`src/rtl/serial_add_pkg.sv`:
```
// Shared types and helpers for the bit-serial adder sequencer.
// Optional signed-overflow output is enabled by defining SERIAL_ADD_OVF_EN.
package serial_add_pkg;

  typedef enum logic [1:0] {
    ST_IDLE = 2'd0,
    ST_RUN  = 2'd1,
    ST_DONE = 2'd2
  } sa_state_t;

  function automatic logic maj3(input logic a, input logic b, input logic c);
    return (a & b) | (a & c) | (b & c);
  endfunction

endpackage

```
`src/rtl/serial_add_bit_full_adder.sv`:
```
// One-bit combinational full-adder cell used by the serial adder on every RUN cycle.
module bit_full_adder
  import serial_add_pkg::*;
(
  input  logic a,
  input  logic b,
  input  logic ci,
  output logic s,
  output logic co
);

  assign s  = a ^ b ^ ci;
  assign co = maj3(a, b, ci);

endmodule

```
`src/rtl/serial_add_ctrl.sv`:
```
// Bit-serial adder sequencer: valid/ready in, WIDTH LSB-first RUN cycles, valid/ready out.
// Define SERIAL_ADD_OVF_EN to compute the signed-overflow flag; otherwise ovf is tied low.
module serial_add_ctrl
  import serial_add_pkg::*;
#(
  parameter int WIDTH = 8
) (
  input  logic             clk,
  input  logic             rst_n,
  input  logic             in_valid,
  output logic             in_ready,
  input  logic [WIDTH-1:0] a_in,
  input  logic [WIDTH-1:0] b_in,
  input  logic             cin,
  output logic             out_valid,
  input  logic             out_ready,
  output logic [WIDTH-1:0] sum_out,
  output logic             cout,
  output logic             ovf,
  output logic             busy
);

  localparam int CW = $clog2(WIDTH) + 1;
  localparam logic [CW-1:0] CNT_LAST = CW'(WIDTH - 1);

  sa_state_t        state_q, state_d;
  logic [WIDTH-1:0] a_sh_q, a_sh_d;
  logic [WIDTH-1:0] b_sh_q, b_sh_d;
  logic [WIDTH-1:0] sum_sh_q, sum_sh_d;
  logic [WIDTH-1:0] sum_q, sum_d;
  logic             carry_q, carry_d;
  logic             cout_q, cout_d;
  logic [CW-1:0]    cnt_q, cnt_d;
  logic             s_s, co_s, last_s;
  logic [WIDTH-1:0] sum_next_s;

  bit_full_adder u_fa (
    .a  (a_sh_q[0]),
    .b  (b_sh_q[0]),
    .ci (carry_q),
    .s  (s_s),
    .co (co_s)
  );

  // New sum bit enters at the MSB; a 1-bit adder has nothing to shift.
  if (WIDTH == 1) begin : g_sum_w1
    assign sum_next_s = s_s;
  end else begin : g_sum_wn
    assign sum_next_s = {s_s, sum_sh_q[WIDTH-1:1]};
  end

  assign last_s    = (cnt_q == CNT_LAST);
  assign in_ready  = (state_q == ST_IDLE) & rst_n;
  assign out_valid = (state_q == ST_DONE);
  assign busy      = (state_q == ST_RUN) | (state_q == ST_DONE);
  assign sum_out   = sum_q;
  assign cout      = cout_q;

  // Next-state and datapath decode
  always_comb begin
    state_d  = state_q;
    a_sh_d   = a_sh_q;
    b_sh_d   = b_sh_q;
    sum_sh_d = sum_sh_q;
    sum_d    = sum_q;
    carry_d  = carry_q;
    cout_d   = cout_q;
    cnt_d    = cnt_q;
    case (state_q)
      ST_IDLE: begin
        if (in_valid) begin
          a_sh_d  = a_in;
          b_sh_d  = b_in;
          carry_d = cin;
          cnt_d   = {CW{1'b0}};
          state_d = ST_RUN;
        end else begin
          state_d = ST_IDLE;
        end
      end
      ST_RUN: begin
        a_sh_d   = a_sh_q >> 1'b1;
        b_sh_d   = b_sh_q >> 1'b1;
        sum_sh_d = sum_next_s;
        carry_d  = co_s;
        if (last_s) begin
          sum_d   = sum_next_s;
          cout_d  = co_s;
          state_d = ST_DONE;
        end else begin
          cnt_d   = cnt_q + CW'(1);
          state_d = ST_RUN;
        end
      end
      ST_DONE: begin
        if (out_ready) begin
          state_d = ST_IDLE;
        end else begin
          state_d = ST_DONE;
        end
      end
      default: begin
        state_d = ST_IDLE;
      end
    endcase
  end

  // State and datapath registers
  always_ff @(posedge clk) begin
    if (!rst_n) begin
      state_q  <= ST_IDLE;
      a_sh_q   <= {WIDTH{1'b0}};
      b_sh_q   <= {WIDTH{1'b0}};
      sum_sh_q <= {WIDTH{1'b0}};
      sum_q    <= {WIDTH{1'b0}};
      carry_q  <= 1'b0;
      cout_q   <= 1'b0;
      cnt_q    <= {CW{1'b0}};
    end else begin
      state_q  <= state_d;
      a_sh_q   <= a_sh_d;
      b_sh_q   <= b_sh_d;
      sum_sh_q <= sum_sh_d;
      sum_q    <= sum_d;
      carry_q  <= carry_d;
      cout_q   <= cout_d;
      cnt_q    <= cnt_d;
    end
  end

`ifdef SERIAL_ADD_OVF_EN
  logic ovf_q;

  // Overflow = carry into MSB xor carry out of MSB, taken on the final RUN edge
  always_ff @(posedge clk) begin
    if (!rst_n) begin
      ovf_q <= 1'b0;
    end else if ((state_q == ST_RUN) && last_s) begin
      ovf_q <= carry_q ^ co_s;
    end else begin
      ovf_q <= ovf_q;
    end
  end

  assign ovf = ovf_q;
`else
  assign ovf = 1'b0;
`endif

endmodule

```
`config.mk`:
```
export PLATFORM = sky130hd
export DESIGN_NAME = serial_add_ctrl
export DESIGN_NICKNAME = d
export VERILOG_FILES = /design/src/rtl/serial_add_pkg.sv /design/src/rtl/serial_add_bit_full_adder.sv /design/src/rtl/serial_add_ctrl.sv
export SDC_FILE = /design/constraint.sdc
export NUM_CORES = 1
export LEC_CHECK = 0
export ABC_AREA = 1
export BUFFER_PORTS_ARGS = -buffer_cell sky130_fd_sc_hd__buf_2
export CAP_MARGIN = 30
export CELL_PAD_IN_SITES_DETAIL_PLACEMENT = 1
export CELL_PAD_IN_SITES_GLOBAL_PLACEMENT = 2
export CORE_UTILIZATION = 34
export CTS_CLUSTER_SIZE = 14
export DETAILED_ROUTE_END_ITERATION = 10
export PLACE_DENSITY_LB_ADDON = 0.1
export SETUP_SLACK_MARGIN = 0.05
export SLEW_MARGIN = 25
export SYNTH_ARGS = -nofsm -noshare
export SYNTH_HDL_FRONTEND = slang
export SYNTH_SLANG_ARGS = --single-unit
```
`constraint.sdc`:
```
create_clock -name clk -period 3.6 [get_ports clk]
set_clock_uncertainty 0.15 [all_clocks]
set_input_delay 0 -clock clk [delete_from_list [all_inputs] [get_ports clk]]
set_output_delay 0 -clock clk [all_outputs]
set_load 0.02 [all_outputs]
```
### Word-level counts from Yosys, hierarchy flattened

Cells that the tools add are included.

| operators by class | value |
|---|---|
| eq/ne operators | 5 |
| multiply operators | 0 |
| shifts and indexed selects | 0 |
| muxes and demuxes | 13 |
| reduce and logical (&&, ||, !) cells | 5 |
| bitwise logic cells | 9 |
| $lt $le $gt $ge | 0 |
| $add $sub $neg | 1 |
| divide/modulo/power cells | 0 |

Operators by type and width:

| cell | number |
|---|---|
| $pmux W8 S2 | 2 |
| $mux W8 | 2 |
| $mux W4 | 2 |
| $pmux W4 S2 | 1 |
| $pmux W2 S3 | 1 |
| $add A4 B1 Y4 const B | 1 |
| $and A1 B1 Y1 | 4 |
| $eq A4 B3 Y1 const B | 1 |
| $mux W2 | 2 |
| $ne A2 B2 Y1 const B | 2 |
| $reduce_and A2 Y1 | 2 |
| $or A1 B1 Y1 | 3 |
| $reduce_and A3 Y1 | 1 |
| $eq A2 B1 Y1 const B | 1 |
| $eq A2 B2 Y1 const B | 1 |
| $logic_not A2 Y1 | 1 |
| $mux W1 | 2 |
| $pmux W1 S2 | 1 |
| $reduce_bool A2 Y1 | 1 |
| $xor A1 B1 Y1 | 2 |

| word-level totals | value |
|---|---|
| bits in latches | 0 |
| ROM bits | 0 |
| memory bits (writable) | 0 |
| memories | 0 |
| bits in registers | 40 |

### Longest topological paths before layout

Gate-level depths: netlist of the first run.

| depth | value |
|---|---|
| word-level depth | 4 |
| depth in mapped cells | 10 |

### By module

From an unflattened synthesis of the first run, not the netlist that was laid out.

| unflattened totals | value |
|---|---|
| cell total of the unflattened synthesis | 227 |
| area, all modules | 1770.4 um^2 |

By module, submodules not included:

| module | times used | area an instance (um^2) | cells each |
|---|---|---|---|
| serial_add_ctrl | 1 | 1750.4 | 226 |
| bit_full_adder | 1 | 20.0 | 1 |

### Worst setup path after synthesis of the first run

No wires, ideal clock.

| timing path | value |
|---|---|
| path kind | flip-flop to flip-flop |
| start | register state_q[1] |
| end | register a_sh_q[5] |
| data required time | 3.334 ns |
| path buffers | 1 |
| clock period less this slack | 1.444 ns |
| path slack | 2.156 ns |
| data arrival time | 1.177 ns |
| setup time | 0.116 ns |
| stages on the path, launching flop included | 7 |
| cells stage by stage | dfxtp_1 -> inv_1 -> ha_1 -> nand2_1 -> nand2_4 -> buf_4 -> o211a_1 |

| between the ends | value |
|---|---|
| cells in the longest elaborated chain, start to end | 3 |
| elaborated cells on any way between the ends | 6 |
| classes of those cells | eq/ne (2); mux (1); reduce/logical (3) |

RTL lines:

| what | line | RTL |
|---|---|---|
| from (decl) | serial_add_ctrl.sv:26 | `sa_state_t state_q, state_d;` |
| from (signal assigned) | serial_add_ctrl.sv:120 | `state_q <= state_d;` |
| $eq A2 B1 Y1 or $logic_not A2 Y1 (tied branches) | serial_add_ctrl.sv:69 | `case (state_q)` |
| $reduce_bool A2 Y1 (no line) or $ne A2 B2 Y1 (tied branches) | - |  |
| $reduce_and A2 Y1 (no line) | - |  |
| to (signal assigned) | serial_add_ctrl.sv:112 | `a_sh_q <= {WIDTH{1'b0}};` |
| to (signal assigned) | serial_add_ctrl.sv:121 | `a_sh_q <= a_sh_d;` |
| to (decl) | serial_add_ctrl.sv:27 | `logic [WIDTH-1:0] a_sh_q, a_sh_d;` |

Several ways; a longest one is shown, not always the timed one.
A chain may end at the register's enable or synchronous reset.

### Worst setup path in the final report of the first run

| timing path | value |
|---|---|
| start | register state_q[1] |
| end | register cnt_q[3] |

| between the ends | value |
|---|---|
| cells in the longest elaborated chain, start to end | 3 |
| elaborated cells on any way between the ends | 7 |
| classes of those cells | eq/ne (3); mux (1); reduce/logical (3) |

RTL lines:

| what | line | RTL |
|---|---|---|
| $eq A2 B1 Y1 or $logic_not A2 Y1 (tied branches) | serial_add_ctrl.sv:69 |  |
| $ne A2 B2 Y1 (no line) or $reduce_bool A2 Y1 (tied branches) | - |  |
| $reduce_and A3 Y1 (no line) | - |  |
| to (signal assigned) | serial_add_ctrl.sv:118 | `cnt_q <= {CW{1'b0}};` |
| to (signal assigned) | serial_add_ctrl.sv:127 | `cnt_q <= cnt_d;` |
| to (decl) | serial_add_ctrl.sv:33 | `logic [CW-1:0] cnt_q, cnt_d;` |

Several ways; a longest one is shown, not always the timed one.

==> results of run 1 <==
-- report_power, final --
group          leakage [uW]  internal (uW)  total [uW]  switching (uW)
logic              0.000702           57.6         132            74.1
registers          0.000319            455         468            13.9
clock network     0.0000422            136         283             147
-- through the flow --
step | total power [uW] | std cells
final | 883 | 341
after global routing | 937 | 341
after CTS | 905 | 341
after detailed placement | 598 | 315
after global placement | 597 | 315
after floorplan | 578 | 227
-- timing repair --
| item | in CTS | in global routing |
|---|---|---|
| endpoints found under the hold margin | 18 | 0 |
| setup buffers | 0 | 0 |
| hold buffers | 18 | 0 |
-- worst max-delay path, stage by stage (launching register included) --
cell     delay (ns)
dfxtp_1        0.33
inv_1          0.08
ha_1           0.46
buf_4          0.34
nand4_4        0.32
nand2_1        0.20
nand2_1        0.07
nand2_1        0.06
nor2_1         0.05
-- layout by cell type (no fill, tap or decap), drive strengths merged --
master        n
a21oi        20
buf          33
clkbuf        7
clkinv        1
conb          1
dfxtp        39
dlygate4sd3  18
fa            1
ha            5
inv          26
nand2        63
nand3        24
nand3b        1
nand4         2
nor2          3
nor3          2
o211a        15
o21ai        10
-- how the worst max path moves through the flow --
stage / start / to / slack, ns / cells past startpoint
final: state_q[1]$_SDFF_PN0_ / cnt_q[3]$_SDFFE_PN0P_ / 1.43 / 8
after global routing: state_q[1]$_SDFF_PN0_ / cnt_q[1]$_SDFFE_PN0P_ / 1.21 / 7
after global placement: state_q[1]$_SDFF_PN0_ / cnt_q[3]$_SDFFE_PN0P_ / 1.45 / 8
after detailed placement: state_q[1]$_SDFF_PN0_ / cnt_q[3]$_SDFFE_PN0P_ / 1.38 / 8
after CTS: state_q[1]$_SDFF_PN0_ / cnt_q[3]$_SDFFE_PN0P_ / 1.37 / 8
after floorplan: state_q[1]$_SDFF_PN0_ / a_sh_q[5]$_SDFFE_PN0P_ / 2.16 / 6
-- sequential cells by signal, summed over array words and instances, names as in the netlist --
| name | cells |
|---|---|
| b_sh_q | 8 |
| a_sh_q | 8 |
| cout | 1 |
| state_q | 2 |
| cnt_q | 4 |
| sum_out | 8 |
| sum_sh_q | 7 |
| carry_q | 1 |
-- metal layers --
| metal | share of wire | up-vias |
|---|---|---|
| li1 | - | 821 |
| met1 | 0.48 | 737 |
| met2 | 0.49 | 22 |
| met3 | 0.027 | 6 |
| met4 | 0.013 | 0 |
| met5 | 0 | - |
-- cells by family (layout without fill, tap and decap cells) --
kind of cell,count (synthesis),count (layout)
buffers and inverters,41,85
AND/OR/NAND/NOR,95,95
other,1,1
AO/OA/AOI/OAI,45,45
adder cells (fa/ha/maj),6,6
flip-flops,39,39
-- final cells by class --
class	count	area, um^2	share of cell area
Timing Repair Buffer	51	348	0.157
Clock buffer	7	76.3	0.0345
Tap cell	70	87.6	0.0396
Multi-Input combinational cell	147	817	0.369
Inverter	26	97.6	0.0441
Sequential cell	39	781	0.353
Clock inverter	1	5.00	0.00226
==> impl_results.md, run 1 <==
* Measured slew at the worst slew-check pin at about 0.53 ns
* Post-CTS Resized at 0
* Slew headroom at 0.648
* Die X at ~75 um
* Synth Area in Compound Gates at 0.165
* Synth top cells by count: nand2_1 (60), dfxtp_1 (39), inv_1 (25)
* Max_cap viols at 0
* Worst reg2reg path depth at 8
* Hold Vio Cnt, Final at 0
* Final setup violation count at 0
* Tcrit/Tclk final at 0.604
* DR WL/cell at between 10 and 15 um
* Reg clk slew, reported paths at 0.07 ns
* Setup Total Neg Slack at 0 ns
* Hold_ws at 0.0546 ns
* Syn_area_per_cell at ~8.0 um^2
* Hold path start: in_valid
* Share of cells above drive strength 1 at 0.166
* Largest net degree at the start of global routing at 38
* CTS root buffer: clkbuf_8
* Synth Area in Simple Gates at 0.236
* Tmin final at 2.17 ns
* CTS tree: yes
* DR vias/cell at 4.65
* Top post-synthesis cells by area: dfxtp_1 (43%), nand2_1 (12%), o211a_1 (8.2%), nand3_1 (6.3%), a21oi_1 (5.5%)
* DP Worst Slack at 1.38 ns
* Netlist Area Pre-Place at between 1500 and 2000 um^2
* Top-level I/O count at 34
* Area growth from synthesis to layout at 21.5%
* DP Area at about 2000 um^2
* Vias in the first global route at 1565
* Starting Density at 0.354
* CTS Buffer Depth at 2
* Synthesis-stage register bit count at 39
* Buffers added on ports at 32
* Hold EP: a_sh_q[7]$_SDFFE_PN0P_
* FF-to-FF setup slack at 1.43 ns
* Fmax at 460 MHz
* Worst endpoint required time at 3.63 ns
* Ys flop type: dfxtp_1
* Post-Synth Adder-Cell Area at 0.0454
* Total wire length at between 3 and 4 mm
* First-pass GRT wire length at 6.67 mm
* Main combinational cell family by area after synthesis: simple AND/OR/NAND/NOR gates
* Core area at 5140 um^2
* Fin area at 2210 um^2
* CP max FO at 24
* Power density over cell area at roughly 400 nW/um^2
* CP Launch Type: flip-flop
* Clk_lat worst skew at 0.28 ns
* Fill cells at about 660
* Xor-xnor portion of the synthesized cell area at 0
* Global route overflow at 0
* Largest area contributor in the netlist: dfxtp_1
* Met1 GRT Util at 0.180
* Final Wtd Congestion at a little under 0.7
* Lkg Pwr at 0.00106 uW
* Reg2reg start: state_q[1]$_SDFF_PN0_
* Routing usage on met3 at 0.0402
* Die ar. at ~5700 um^2
* Hold path cells at 5
* Post-synthesis cell count at 227
* Critical path class: reg -> reg
* Die Height at approximately 75 um
* Vias at 1586
* Gr busiest metal: met2
* CP Data Arrival Time at 2.21 ns
* Outcome: finished, final reports clean
* Final HPWL DP at 2.53 mm
* Nets@finish at ~300
* Fin util at 0.430
* VDD IR max at 0.193 mV
* Sequential area share after synthesis at 0.429
* Yosys warns at 0
* Diode count at 0
* Iter 0 DRT Violations at 65
* Min-delay worst type: in -> reg
* Share of the synthesized area in the top cell type at 0.429
* Antenna violations before repair at 0
* # H-tree levels at 2
* M2 GR Usage at 0.283
* FP Rows at 26
* Post-layout worst setup margin at 1.43 ns
* DRC Markers at 0
* Fraction of synthesized area in multiplexers at 0
* Fraction of registers with async set/reset at 0
* Most frequent cell after synthesis: nand2_1
* Remaining antenna violation count at 0
* RSZ-0062 raised after global routing: no
* R2r endpoint: cnt_q[3]$_SDFFE_PN0P_
* Overall routing resource usage at 0.157
* Unique masters post-synth at 23
* Post-synth EDFFs at 0
* 1st-pass router iterations at 4
* TritonCTS Buffers at 5
* Clock Sinks at 39
* Slew Viols, Final at 0
* Net Count, Synth at 254
* Endpoint class of the critical path: flip-flop
(Power assumes the default switching activity.)
==> inputs of run 2 (changes only) <==
- ABC_AREA: 1 -> 0
- CORE_UTILIZATION: 34 -> 30
- clock period: 3.6 -> 1.75 ns (I/O delays scaled with it)
==> run 2 against run 1 <==
  * Via count fell by 3.3%
  * Register-to-register slack worse by 1.3 ns
  * Non-clock buffer count rose by 10
  * Final cell count fell by 6.7%
==> impl_results.md, run 2 <==
* Clock Sinks at 39
* Final Wtd Congestion at between 0.6 and 0.7
* Vias at 1533
* Reg2reg start: state_q[0]$_SDFF_PN0_
* Fill cells at 687
* Sequential area share after synthesis at 0.428
* Die Height at around 80 um
* CTS Buffer Depth at 2
* Most frequent cell after synthesis: dfxtp_1
* CP max FO at 16
* Worst endpoint required time at 1.78 ns
* CP Data Arrival Time at 1.68 ns
* FP Rows at 28
* R2r endpoint: b_sh_q[2]$_SDFFE_PN0P_
* Critical path class: reg -> reg
* Fraction of registers with async set/reset at 0
* Most frequent cells in the layout: dfxtp_1 (39), buf_2 (32), nand2_1 (26)
* Largest net degree at the start of global routing at 19
* FF-to-FF setup slack at 0.1 ns
* Post-layout worst setup margin at 0.0952 ns
* RSZ-0062 raised after global routing: no
* Xor-xnor portion of the synthesized cell area at 0
* Starting Density at 0.310
* Area growth from synthesis to layout at 33.2%
* Ys flop type: dfxtp_1
* Crit-path cells: inv_1, ha_4, mux2_4, nor2_1, a211oi_2
* DP Worst Slack at -0.0485 ns
* CTS root buffer: clkbuf_8
* Hold Vio Cnt, Final at 0
* Die X at 80.0 um
* Hold EP: sum_out[1]$_SDFFE_PN0P_
* Synthesis-stage register bit count at 39
* Nets@finish at 269
* Final setup violation count at 0
* Post-Synth Adder-Cell Area at 0.0453
* NetSw at between 500 and 600 uW
* Hold path start: sum_out[1]$_SDFFE_PN0P_
* Tcrit/Tclk final at 0.946
* Critical Path Max Stage Delay at 0.42 ns
* DR WL/cell at 14.4 um
* DR vias/cell at 4.82
* Top post-synthesis cells by area: dfxtp_1 (43%), mux2i_1 (13%), a211oi_2 (10%), nand2_1 (5.3%), nor2_1 (4.7%)
* Clk_lat worst skew at 0.30 ns
* 1st-pass router iterations at 3
* Cell Int Power at around 1600 uW
* Final HPWL DP at 3.08 mm
* Worst reg2reg path depth at 5
* Share of the synthesized area in the top cell type at 0.428
* Min-delay worst type: reg -> reg
* Die ar. at 6400 um^2
* Buffers & Inverters on Critical Path at 1
* Overall routing resource usage at 0.157
* Vias in the first global route at ~1500
* Diode count at 0
* CTS tree: yes
* Share of cells above drive strength 1 at 0.300
* M2 GR Usage at 0.257
* Fraction of synthesized area in multiplexers at 0.134
* Syn_area_per_cell at about 9.8 um^2
* Largest area contributor in the netlist: dfxtp_1
* First-pass GRT wire length at between 7 and 8 mm
* DP Area at 2060 um^2
* VDD IR max at about 0.29 mV
* Net Count, Synth at 214
* Hold_ws at 0.305 ns
* Slew Viols, Final at 0
* Tmin final at 1.65 ns
* Post-synth EDFFs at 0
* Global route overflow at 0
* Total wire length at around 4.6 mm
* Clk pwr share at 0.377
* CP max stage cell: dfxtp_1
* Met1 GRT Util at 0.195
* CP top delay family: flip-flops
* Lkg Pwr at between 0.0009 and 0.001 uW
* Switching Fraction at 0.260
* CP Launch Type: flip-flop
* Power density over cell area at 875 nW/um^2
* Fmax at slightly above 600 MHz
* Unique masters post-synth at 35
* Gr busiest metal: met2
* Total power at 2130 uW
* Max_cap viols at 0
* Remaining antenna violation count at 0
* Post-synthesis cell count at between 150 and 200
* Most common cell after layout, fill and taps aside: dfxtp_1
* Routing usage on met3 at 0.0389
* Seq pwr share at 0.453
* Yosys warns at 0
* Outcome: finished, final reports clean
* Fin area at 2430 um^2
* Main combinational cell family by area after synthesis: compound AO/OA/AOI/OAI gates
* DRC Markers at 0
* Reg clk slew, reported paths at 0.08 ns
* Core area at 5890 um^2
* Iter 0 DRT Violations at 71
* Hold path cells at 2
* Antenna violations before repair at 0
* # H-tree levels at 2
* Buffers added on ports at 32
* Synth Area in Compound Gates at 0.173
* Synth Area in Simple Gates at 0.155
* Combinational power share at 0.170
* TritonCTS Buffers at 5
* Synth top cells by count: dfxtp_1 (39), nand2_1 (26), mux2i_1 (23), nor2_1 (23), a211oi_2 (15)
* Top-level I/O count at 34
* Endpoint class of the critical path: flip-flop
* Netlist Area Pre-Place at 1820 um^2
[run 2: cell types whose count changed after synthesis, moves of 6 or more]
cell | before | now
a211oi_2 | 0 | 15
a21oi_1 | 20 | 14
inv_1 | 25 | 2
mux2i_1 | 0 | 23
nand2_1 | 60 | 26
nand3_1 | 23 | 1
nor2_1 | 3 | 23
o211a_1 | 15 | 0
o21ai_0 | 10 | 1
[run 2: metal layers]
| layer | vias up | share of wire |
|---|---|---|
| met3 | 9 | 0.029 |
| met5 | - | 0 |
| met4 | 0 | 0.020 |
| met1 | 751 | 0.48 |
| met2 | 19 | 0.47 |
| li1 | 754 | - |
[run 2: how the worst max path moves through the flow]
stage,endpoint,slack [ns],startpoint,cells past startpoint
after global routing,cnt_q[2]$_SDFFE_PN0P_,0.03,state_q[0]$_SDFF_PN0_,5
after detailed placement,a_sh_q[2]$_SDFFE_PN0P_,-0.05,state_q[1]$_SDFF_PN0_,5
after floorplan,b_sh_q[5]$_SDFFE_PN0P_,0.12,state_q[0]$_SDFF_PN0_,7
after global placement,a_sh_q[0]$_SDFFE_PN0P_,0.07,state_q[1]$_SDFF_PN0_,5
final,b_sh_q[2]$_SDFFE_PN0P_,0.1,state_q[0]$_SDFF_PN0_,5
after CTS,b_sh_q[0]$_SDFFE_PN0P_,0.06,state_q[1]$_SDFF_PN0_,5
[run 2: through the flow]
stage	cells	utilization	TNS, ns
CTS	318	0.407	0
floorplan	187	-	0
detailed placement	289	0.349	-0.451
global placement	289	0.349	0
global route	318	0.413	0
finish	318	0.413	0
[run 2: final cells by class]
cell class / count / area [um^2] / area share
Inverter: 3 / 11.3 / 0.00463
Clock inverter: 2 / 35.0 / 0.0144
Tap cell: 75 / 93.8 / 0.0386
Multi-Input combinational cell: 132 / 982 / 0.404
Sequential cell: 39 / 781 / 0.321
Clock buffer: 6 / 82.6 / 0.0340
Timing Repair Buffer: 61 / 444 / 0.183
[run 2: power by group through the flow]
stage	Combinational, uW	Sequential, uW	Clock, uW
after detailed placement	306	984	0
after global routing	394	970	861
after floorplan	239	975	0
final	361	963	801
after global placement	291	982	0
after CTS	355	962	826
[run 2: what timing repair did]
item                                    4_1_cts  5_1_grt
gates cloned                                  1        0
endpoints found under the setup margin       18        8
resized for setup                             4        4
hold endpoints to repair                     21        0
setup buffers                                 0        0
hold buffers                                 20        0
[run 2: cells by family after synthesis]
kind of cell	count (synthesis)
AOI/OAI and AO/OA	37
adders and majority gates	6
buffers and inverters	17
DFF	39
muxes	24
other	1
and+or+nand+nor	63
[run 2: worst min-delay path: cells and delay by family, from the launching register on]
kind / cells / cell delay [ns]
compound gates: 1 / 0.05
flops: 1 / 0.31
simple gates: 1 / 0.05
